<file path="src/rtl/bist_seq_pkg.sv">
// Shared types and default tables for the BIST run sequencer.
// Latency: n/a (definitions only).
// Backpressure: n/a.
package bist_seq_pkg;

  // State encodings, kept as named constants so the waveform decode is obvious
  localparam logic [2:0] ST_IDLE_ENC  = 3'd0;
  localparam logic [2:0] ST_DRST_ENC  = 3'd1;
  localparam logic [2:0] ST_START_ENC = 3'd2;
  localparam logic [2:0] ST_WAIT_ENC  = 3'd3;
  localparam logic [2:0] ST_CAPT_ENC  = 3'd4;
  localparam logic [2:0] ST_FIN_ENC   = 3'd5;

  typedef enum logic [2:0] {
    ST_IDLE  = ST_IDLE_ENC,
    ST_DRST  = ST_DRST_ENC,
    ST_START = ST_START_ENC,
    ST_WAIT  = ST_WAIT_ENC,
    ST_CAPT  = ST_CAPT_ENC,
    ST_FIN   = ST_FIN_ENC
  } state_t;

  // Per-run LFSR seeds, run 0 in the LSBs
  localparam logic [15:0] DEF_SEEDS = {4'hE, 4'h9, 4'h5, 4'h1};

  // Golden MISR signatures, run 0 in the LSBs
  localparam logic [31:0] DEF_SIGS = {8'h5C, 8'h27, 8'hB1, 8'h27};

endpackage

</file>
<file path="src/rtl/bist_run_timer.sv">
// Saturating per-run wait counter; hit flags the TIMEOUT-th counted cycle.
// Latency: hit is combinational from the count register.
// Backpressure: none; load wins over en.
module bist_run_timer #(
  parameter int TIMEOUT = 255
) (
  input  logic clock,
  input  logic reset,
  input  logic load,
  input  logic en,
  output logic hit
);

  localparam int CW = $clog2(TIMEOUT + 1);

  logic [CW-1:0] count;

  // Count enabled cycles since the last load, stopping at TIMEOUT
  always_ff @(posedge clock) begin
    if (!reset) begin
      count <= '0;
    end else if (load) begin
      count <= '0;
    end else if (en && (count != CW'(TIMEOUT))) begin
      count <= count + 1'b1;
    end
  end

  // The cycle being counted now is the TIMEOUT-th one
  assign hit = (count == CW'(TIMEOUT - 1));

endmodule

</file>
<file path="src/rtl/bist_sequencer.sv">
// Drives NUM_RUNS seeded BIST passes (reset, start, wait, capture) and aggregates pass/fail.
// Latency: per run RST_CYCLES + 1 + wait cycles + 1, plus one FIN cycle per sequence.
// Backpressure: go is ignored while busy; bist_end is only sampled while waiting.
module bist_sequencer
  import bist_seq_pkg::*;
#(
  parameter int                          NUM_RUNS   = 4,
  parameter int                          SEED_W     = 4,
  parameter int                          SIG_W      = 8,
  parameter int                          RST_CYCLES = 2,
  parameter int                          TIMEOUT    = 255,
  parameter logic [NUM_RUNS*SEED_W-1:0]  SEEDS      = DEF_SEEDS,
  parameter logic [NUM_RUNS*SIG_W-1:0]   EXP_SIGS   = DEF_SIGS
) (
  input  logic                clock,
  input  logic                reset,
  input  logic                go,
  output logic                busy,
  output logic                done,
  output logic                pass,
  output logic [NUM_RUNS-1:0] fail_mask,
  output logic                timeout_err,
  output logic [2:0]          run_idx,
  output logic [SIG_W-1:0]    last_sig,
  output logic                dut_reset,
  output logic [SEED_W-1:0]   lfsr_seed,
  output logic                bist_start,
  input  logic                bist_end,
  input  logic [SIG_W-1:0]    signature_in
);

  localparam int RCW = (RST_CYCLES > 1) ? $clog2(RST_CYCLES) : 1;

  state_t              state;
  state_t              next_state;
  logic [RCW-1:0]      rst_cnt;
  logic                rst_last;
  logic                timer_hit;
  logic                last_run;
  logic                sig_bad;
  logic [2:0]          run_idx_inc;
  logic [NUM_RUNS-1:0] run_bit;
  logic [NUM_RUNS-1:0] fail_mask_nxt;

  function automatic logic [SEED_W-1:0] seed_of(input logic [2:0] idx);
    return SEED_W'(SEEDS >> (idx * SEED_W));
  endfunction

  bist_run_timer #(
    .TIMEOUT (TIMEOUT)
  ) u_timer (
    .clock (clock),
    .reset (reset),
    .load  (state == ST_START),
    .en    (state == ST_WAIT),
    .hit   (timer_hit)
  );

  // Per-run decode: reset phase end, last run, signature compare, updated mask
  always_comb begin
    rst_last      = (rst_cnt == RCW'(RST_CYCLES - 1));
    last_run      = (run_idx == 3'(NUM_RUNS - 1));
    run_idx_inc   = run_idx + 3'd1;
    run_bit       = NUM_RUNS'(1) << run_idx;
    sig_bad       = (signature_in != SIG_W'(EXP_SIGS >> (run_idx * SIG_W)));
    fail_mask_nxt = sig_bad ? (fail_mask | run_bit) : (fail_mask & ~run_bit);
  end

  // State register
  always_ff @(posedge clock) begin
    if (!reset) begin
      state <= ST_IDLE;
    end else begin
      state <= next_state;
    end
  end

  // Next state and state-decoded strobes
  always_comb begin
    next_state = state;
    busy       = (state != ST_IDLE);
    done       = 1'b0;
    dut_reset  = 1'b0;
    bist_start = 1'b0;
    case (state)
      ST_IDLE:  if (go) next_state = ST_DRST;
      ST_DRST: begin
        dut_reset = 1'b1;
        if (rst_last) next_state = ST_START;
      end
      ST_START: begin
        bist_start = 1'b1;
        next_state = ST_WAIT;
      end
      // bist_end takes priority over a timeout landing on the same cycle
      ST_WAIT: begin
        if (bist_end) begin
          next_state = ST_CAPT;
        end else if (timer_hit) begin
          next_state = ST_FIN;
        end
      end
      ST_CAPT:  next_state = last_run ? ST_FIN : ST_DRST;
      ST_FIN: begin
        done       = 1'b1;
        next_state = ST_IDLE;
      end
      default:  next_state = ST_IDLE;
    endcase
  end

  // Run bookkeeping, seed selection, capture and result aggregation
  always_ff @(posedge clock) begin
    if (!reset) begin
      pass        <= 1'b0;
      fail_mask   <= '0;
      timeout_err <= 1'b0;
      run_idx     <= '0;
      last_sig    <= '0;
      lfsr_seed   <= seed_of(3'd0);
      rst_cnt     <= '0;
    end else begin
      case (state)
        ST_IDLE: begin
          if (go) begin
            pass        <= 1'b0;
            fail_mask   <= '0;
            timeout_err <= 1'b0;
            run_idx     <= '0;
            lfsr_seed   <= seed_of(3'd0);
            rst_cnt     <= '0;
          end
        end
        ST_DRST: rst_cnt <= rst_cnt + 1'b1;
        ST_WAIT: begin
          if (!bist_end && timer_hit) begin
            fail_mask   <= fail_mask | run_bit;
            timeout_err <= 1'b1;
            pass        <= 1'b0;
          end
        end
        ST_CAPT: begin
          last_sig  <= signature_in;
          fail_mask <= fail_mask_nxt;
          rst_cnt   <= '0;
          if (last_run) begin
            // pass is settled here so it is already valid in the done cycle
            pass <= ~|fail_mask_nxt & ~timeout_err;
          end else begin
            run_idx   <= run_idx_inc;
            lfsr_seed <= seed_of(run_idx_inc);
          end
        end
        default: ;
      endcase
    end
  end

endmodule

</file>
<file path="config.mk">
export PLATFORM = sky130hd
export DESIGN_NAME = bist_sequencer
export DESIGN_NICKNAME = d
export VERILOG_FILES = /design/src/rtl/bist_seq_pkg.sv /design/src/rtl/bist_run_timer.sv /design/src/rtl/bist_sequencer.sv
export SDC_FILE = /design/constraint.sdc
export NUM_CORES = 1
export LEC_CHECK = 0
export BUFFER_PORTS_ARGS = -buffer_cell sky130_fd_sc_hd__buf_2
export CORE_MARGIN = 3
export CORE_UTILIZATION = 35
export DETAILED_ROUTE_END_ITERATION = 16
export GPL_TIMING_DRIVEN = 0
export PLACE_DENSITY = 0.61
export SLEW_MARGIN = 0
export SYNTH_ARGS = -nofsm -noshare
export SYNTH_HDL_FRONTEND = slang
export SYNTH_SLANG_ARGS = --single-unit
</file>
<file path="constraint.sdc">
create_clock -name clock -period 6.3 [get_ports clock]
set_clock_uncertainty 0.1 [all_clocks]
set_input_delay 0.315 -clock clock [delete_from_list [all_inputs] [get_ports clock]]
set_output_delay 0.315 -clock clock [all_outputs]
set_load 0.05 [all_outputs]
</file>
=== Word level (Yosys, flattened, before mapping) ===
Index checks and enable logic that the tools add are counted.

* Flip-flop bits (word level): 33
* Word-level logic and storage cells: 80
* Bits of input ports: 12

* Shift operators: 3
* $add $sub $neg: 3
* Bitwise operators: 6
* Reductions and logical operators: 18
* Multiplexer cells: 26
* Eq/ne operators: 15

{| class="wikitable"
|+ Operators with widths
! cell !! number
|-
| >> shifter 31 x 6 -> 8 bit, first input constant || 1
|-
| 2-to-1 mux 3 bit || 7
|-
| 2-to-1 mux 4 bit || 5
|-
| >> shifter 16 x 5 -> 4 bit, first input constant || 1
|-
| case mux 3 bit (5 select lines) || 1
|-
| case mux 4 bit (3 select lines) || 1
|-
| AND reduction 3 bit || 4
|-
| != test 2 bit, second input constant || 5
|-
| == test 3 x 2 -> 1 bit, second input constant || 3
|-
| nonzero test 3 bit || 3
|-
| adder 8 x 1 -> 8 bit, second input constant || 1
|-
| == test 8 bit, second input constant || 1
|-
| != test 8 bit || 1
|-
| != test 8 bit, second input constant || 1
|-
| case mux 4 bit (2 select lines) || 1
|-
| 2-to-1 mux 1 bit || 7
|-
| == test 3 bit, second input constant || 2
|-
| case mux 1 bit (3 select lines) || 2
|-
| case mux 3 bit (2 select lines) || 1
|-
| AND 4 bit || 1
|-
| inverter 4 bit || 1
|-
| bitwise OR 4 bit || 1
|-
| AND reduction 4 bit || 1
|-
| nonzero test 2 bit || 2
|-
| other kinds (14) || 17
|}

=== Longest topological paths before layout ===
* Word-level depth: 9
* Mapped depth: 8
* Depth with buffers taken out: 7

=== By module ===
Synthesis repeated with hierarchy kept, for this count alone.

* Cell total of the unflattened synthesis: 219
* Area, all modules: 1814.2 um2

{| class="wikitable"
|+ Modules (own cells, without submodules)
! module !! times used !! sequential area each (um2) !! area each (um2) !! cells an instance
|-
| bist_sequencer || 1 || 500.5 || 1365.1 || 166
|-
| bist_run_timer || 1 || 160.2 || 449.2 || 53
|}

=== Worst setup path after synthesis ===
Ideal clock, no wire load.

* Path kind: reg-to-reg
* From: reg run_idx[0]
* To: reg fail_mask[0]
* Required time: 6062 ps
* Cell stages (with the launch flop): 8
* Setup slack: 3898 ps
* Library setup time: 138 ps
* Arrival time: 2164 ps
* Cells stage by stage: dfxtp_1 -> inv_1 -> ha_1 -> o21bai_1 -> xor2_1 -> o211ai_1 -> nor4_1 -> a31oi_1

* Cells in the longest elaborated chain, start to end: 5
* Elaborated cells on any way between the ends: 9
* Classes of those cells: eq/ne: 1; shift: 2; mux: 3; bitwise: 3

{| class="wikitable"
|+ RTL lines
! element !! line !! text
|-
| start, declared || bist_sequencer.sv:23 || <nowiki>output logic [2:0] run_idx,</nowiki>
|-
| start signal, assigned || bist_sequencer.sv:150 || <nowiki>run_idx <= run_idx_inc;</nowiki>
|-
| parallel branches: the longest is 4 deep, another holds >> shifter 31 x 6 -> 8 bit || - ||
|-
| case mux 4 bit (3 select lines) * || bist_sequencer.sv:123 || <nowiki>case (state)</nowiki>
|-
| end signal, assigned || bist_sequencer.sv:137 || <nowiki>fail_mask <= fail_mask | run_bit;</nowiki>
|-
| end signal, assigned || bist_sequencer.sv:144 || <nowiki>fail_mask <= fail_mask_nxt;</nowiki>
|-
| end, declared || bist_sequencer.sv:21 || <nowiki>output logic [NUM_RUNS-1:0] fail_mask,</nowiki>
|}

Mark *: on every way between the ends. The select of a mux whose other input is x is not followed.
A chain may end at the register's enable or synchronous reset.

=== Final worst setup path ===
Ends and elaborated chain as after synthesis.

==> run_results.csv <==
group,metric,value,unit
status,status,"finished, final reports clean",
worst_hold_path,hp-class,"in2reg",
clock_network,cts_htree_levels,2,
worst_hold_path,holdPathStages,3,
place,routabilityCongestion,0.815,
sta,final_hold_violation_count,0,
finish,final_util,44.5,%
synthesis,ys_seq_area_share,37.2,%
finish,n_antenna_cell,0,
synthesis,synth_nets,240,
routing,viasPerCell,4.88,
setup_path,worstSetupEndpointType,"register",
synthesis,biggest_area_contributors_in_the_synthesized_netlist,"dfxtp_1, ha_1, nand2_1",
floorplanning,design.portCount,37,
sta,hold-worst-slack,195,ps
global_route,globalRouteTotalUtil,14.2,%
global_route,global_route.peak_usage_layer,"met2",
flow_run,cap_viol_max_count,0,
worst_hold_path,min_from,"signature_in[1]",
clock_network,ctsResizeCount,0,
power_and_ir_drop,leakagePower,0.000862,uW
global_route,use_met2,21.5,%
synthesis,async_flop_share,0,%
clock_network,cts.hold.buffers_added,0,
global_route,grt_start_max_net_pins,11,
routing,final_antenna_net_count,0,
clock_network,clock-sinks,33,
sta,rsz0062_at_grt,"no",
setup_path,critical_path.reg2reg.endpoint,"fail_mask[0]$_SDFFE_PN0P_",
clock_network,clock_root_buffer_master,"clkbuf_8",
synthesis,per_instance_average_area_after_synthesis,8.16,um^2
routing,routed-via-count,1607,
power_and_ir_drop,vdd_ir_drop_max,0.000135,V
sta,finalCriticalPeriod,2420,ps
synthesis,synth_enable_flop_cells,0,
place,dpl_worst_slack,3940,ps
global_route,grt_pass1_wl,6.92,mm
global_route,groute.layer.met1.usage,19.2,%
sta,setup_tns,0,ps
floorplanning,floorplan_die_area,5970,um^2
synthesis,yosys_most_used_dff,"dfxtp_1",
floorplanning,initial_utilization,36.9,%
sta,slew_headroom,52.9,%
global_route,first_global_vias,1485,
synthesis,number_of_storage_elements_in_the_synthesis_netlist,33,
floorplanning,cell_row_count,25,
routing,drt-pass1-iter-count,4,
routing,detail_route.drc_violations,0,
power_and_ir_drop,power_per_standard_cell_area,208,nW/um^2
synthesis,syn-instance-count,218,
setup_path,critPathRequiredTime,6340,ps
global_route,global_route.usage.met3,3.64,%
place,dp.cells,321,
sta,worstMarginPinSlew,699,ps
finish,layout-drive-gt1-share,19.5,%
clock_network,numCtsBuffers,5,
synthesis,synth-warning-count,0,
clock_network,cts.repair_timing.setup_buffer_count,0,
setup_path,worst_flop_to_flop_path_startpoint,"run_idx[0]$_SDFFE_PN0P_",
sta,maxSlewViolCount,0,
synthesis,yosysUniqueCellTypes,41,
routing,routed_wire_length_per_instance,12.4,um
sta,finalWorstSetupSlack,3880,ps
clock_network,max-clock-path-buffers,2,
setup_path,reg2reg_setup_slack,3880,ps
setup_path,worst-r2r-cell-count,7,
setup_path,start_kind,"register",
synthesis,yosysTopAreaCellShare,37.2,%
floorplanning,dieHeight,77.3,um
sta,period_share,38.4,%
finish,layout-area-overhead-vs-synth,20.5,%
floorplanning,design.core.area,4820,um^2
sta,finalSetupViolCount,0,
clock_network,clk_transition_reported_paths,70,ps
clock_network,clk-insertion-delay-late,280,ps
worst_hold_path,whs_endpoint,"last_sig[1]$_SDFFE_PN0P_",
floorplanning,fp.dieW,77.3,um
synthesis,synth_common_cells,"dfxtp_1, nand2_1, a21oi_1",
clock_network,cts_tree,"yes",
sta,fmax,0.414,GHz
finish,design.final.nets,283,
setup_path,worst-path-max-fanout,10,
routing,first_iter_violations,78,
synthesis,synth_area,1780,um^2
synthesis,post-synth-top-area-cell,"dfxtp_1",
place,io_buffer_count,36,
setup_path,worstPathArrival,2460,ps
routing,route.final.wire_length,4.09,mm
global_route,grt_antenna_before_repair,0,
global_route,grt_overflow_total,0,
finish,fin_cells,329,
place,hpwlAfterDp,3.01,mm
setup_path,timing_worst_setup_path_type,"reg2reg",
worst max path at each step:
stage	start	endpoint	slack, ps
final	run_idx[0]$_SDFFE_PN0P_	fail_mask[0]$_SDFFE_PN0P_	3880
after global routing	run_idx[0]$_SDFFE_PN0P_	fail_mask[0]$_SDFFE_PN0P_	3620
after CTS	run_idx[0]$_SDFFE_PN0P_	fail_mask[0]$_SDFFE_PN0P_	3910
after detailed placement	run_idx[0]$_SDFFE_PN0P_	fail_mask[0]$_SDFFE_PN0P_	3940
after global placement	run_idx[0]$_SDFFE_PN0P_	fail_mask[2]$_SDFFE_PN0P_	3920
after floorplan	run_idx[0]$_SDFFE_PN0P_	fail_mask[0]$_SDFFE_PN0P_	3900
state kept, by name, summed over array words and instances (netlist names):
signal and flops:
last_sig 8, u_timer.count 8, fail_mask 4, lfsr_seed 4, run_idx 3, state 3, pass 1, rst_cnt 1
timeout_err 1
worst max-delay path: stages (launching register included):
cell,delay [ps]
dfxtp_1,550
inv_1,200
ha_1,290
o21bai_1,170
xor2_1,160
o211ai_1,130
nor4_1,510
a31oi_1,170
metrics by stage:
step / total power [uW] / instance area (um^2)
2_1_floorplan: 258 / 1780
3_3_place_gp: 273 / 2040
3_5_place_dp: 273 / 2040
4_1_cts: 451 / 2140
5_1_grt: 467 / 2140
6_report: 446 / 2140
area by class of cell:
type                       instances  area (um^2)
clock buffer                       7         96.3
multi-input combinational        167         1050
clock inverter                     1         5.00
inverter                           9         33.8
fill                             522         2670
buffer                             9         37.5
timing repair buffer              36          180
tap                               67         83.8
sequential                        33          661
power breakdown:
group | leakage [uW] | switching [uW] | internal [uW]
sequential | 0.000267 | 3.69 | 212
combinational | 0.000541 | 35.7 | 17.1
clock | 0.0000542 | 78.2 | 98.8
metal layers:
layer,up-vias,share of wire (%)
met5,-,0
met2,33,43
met1,716,51
li1,852,-
met3,6,4.0
met4,0,1.7
logic make-up (layout without fill, tap and decap cells):
group	after synthesis	count (layout)	share of synthesized area, %
xor gates and xnor gates	9	9	4.43
DFF	33	33	37.2
and+or+nand+nor	88	88	25.7
buffers and inverters	18	62	4.01
adders and majority gates	10	10	7.04
AOI/OAI and AO/OA	60	60	21.7
cell usage in the layout (no fill, tap or decap), types with 2 or more instances in the layout:
master    instances
o211ai_1          2
nand3_1           2
nor2b_1           7
clkbuf_1          6
nor2_1           13
xor2_1            5
a32oi_1           2
ha_1             10
a31oi_1           5
nor3b_1           2
o32a_1            2
inv_1             9
a21oi_1          15
buf_2            39
nor3_1            6
and2_1            4
nand3b_1          2
or3_1             3
o21ai_0          12
a211oi_1          4
and4b_1           2
dfxtp_1          33
clkbuf_8          7
xnor2_1           4
nand2b_1          3
nand4_1           3
a21boi_0         11
nor4_1            2
nand2_1          33
Power figures use the tool's default switching activity.
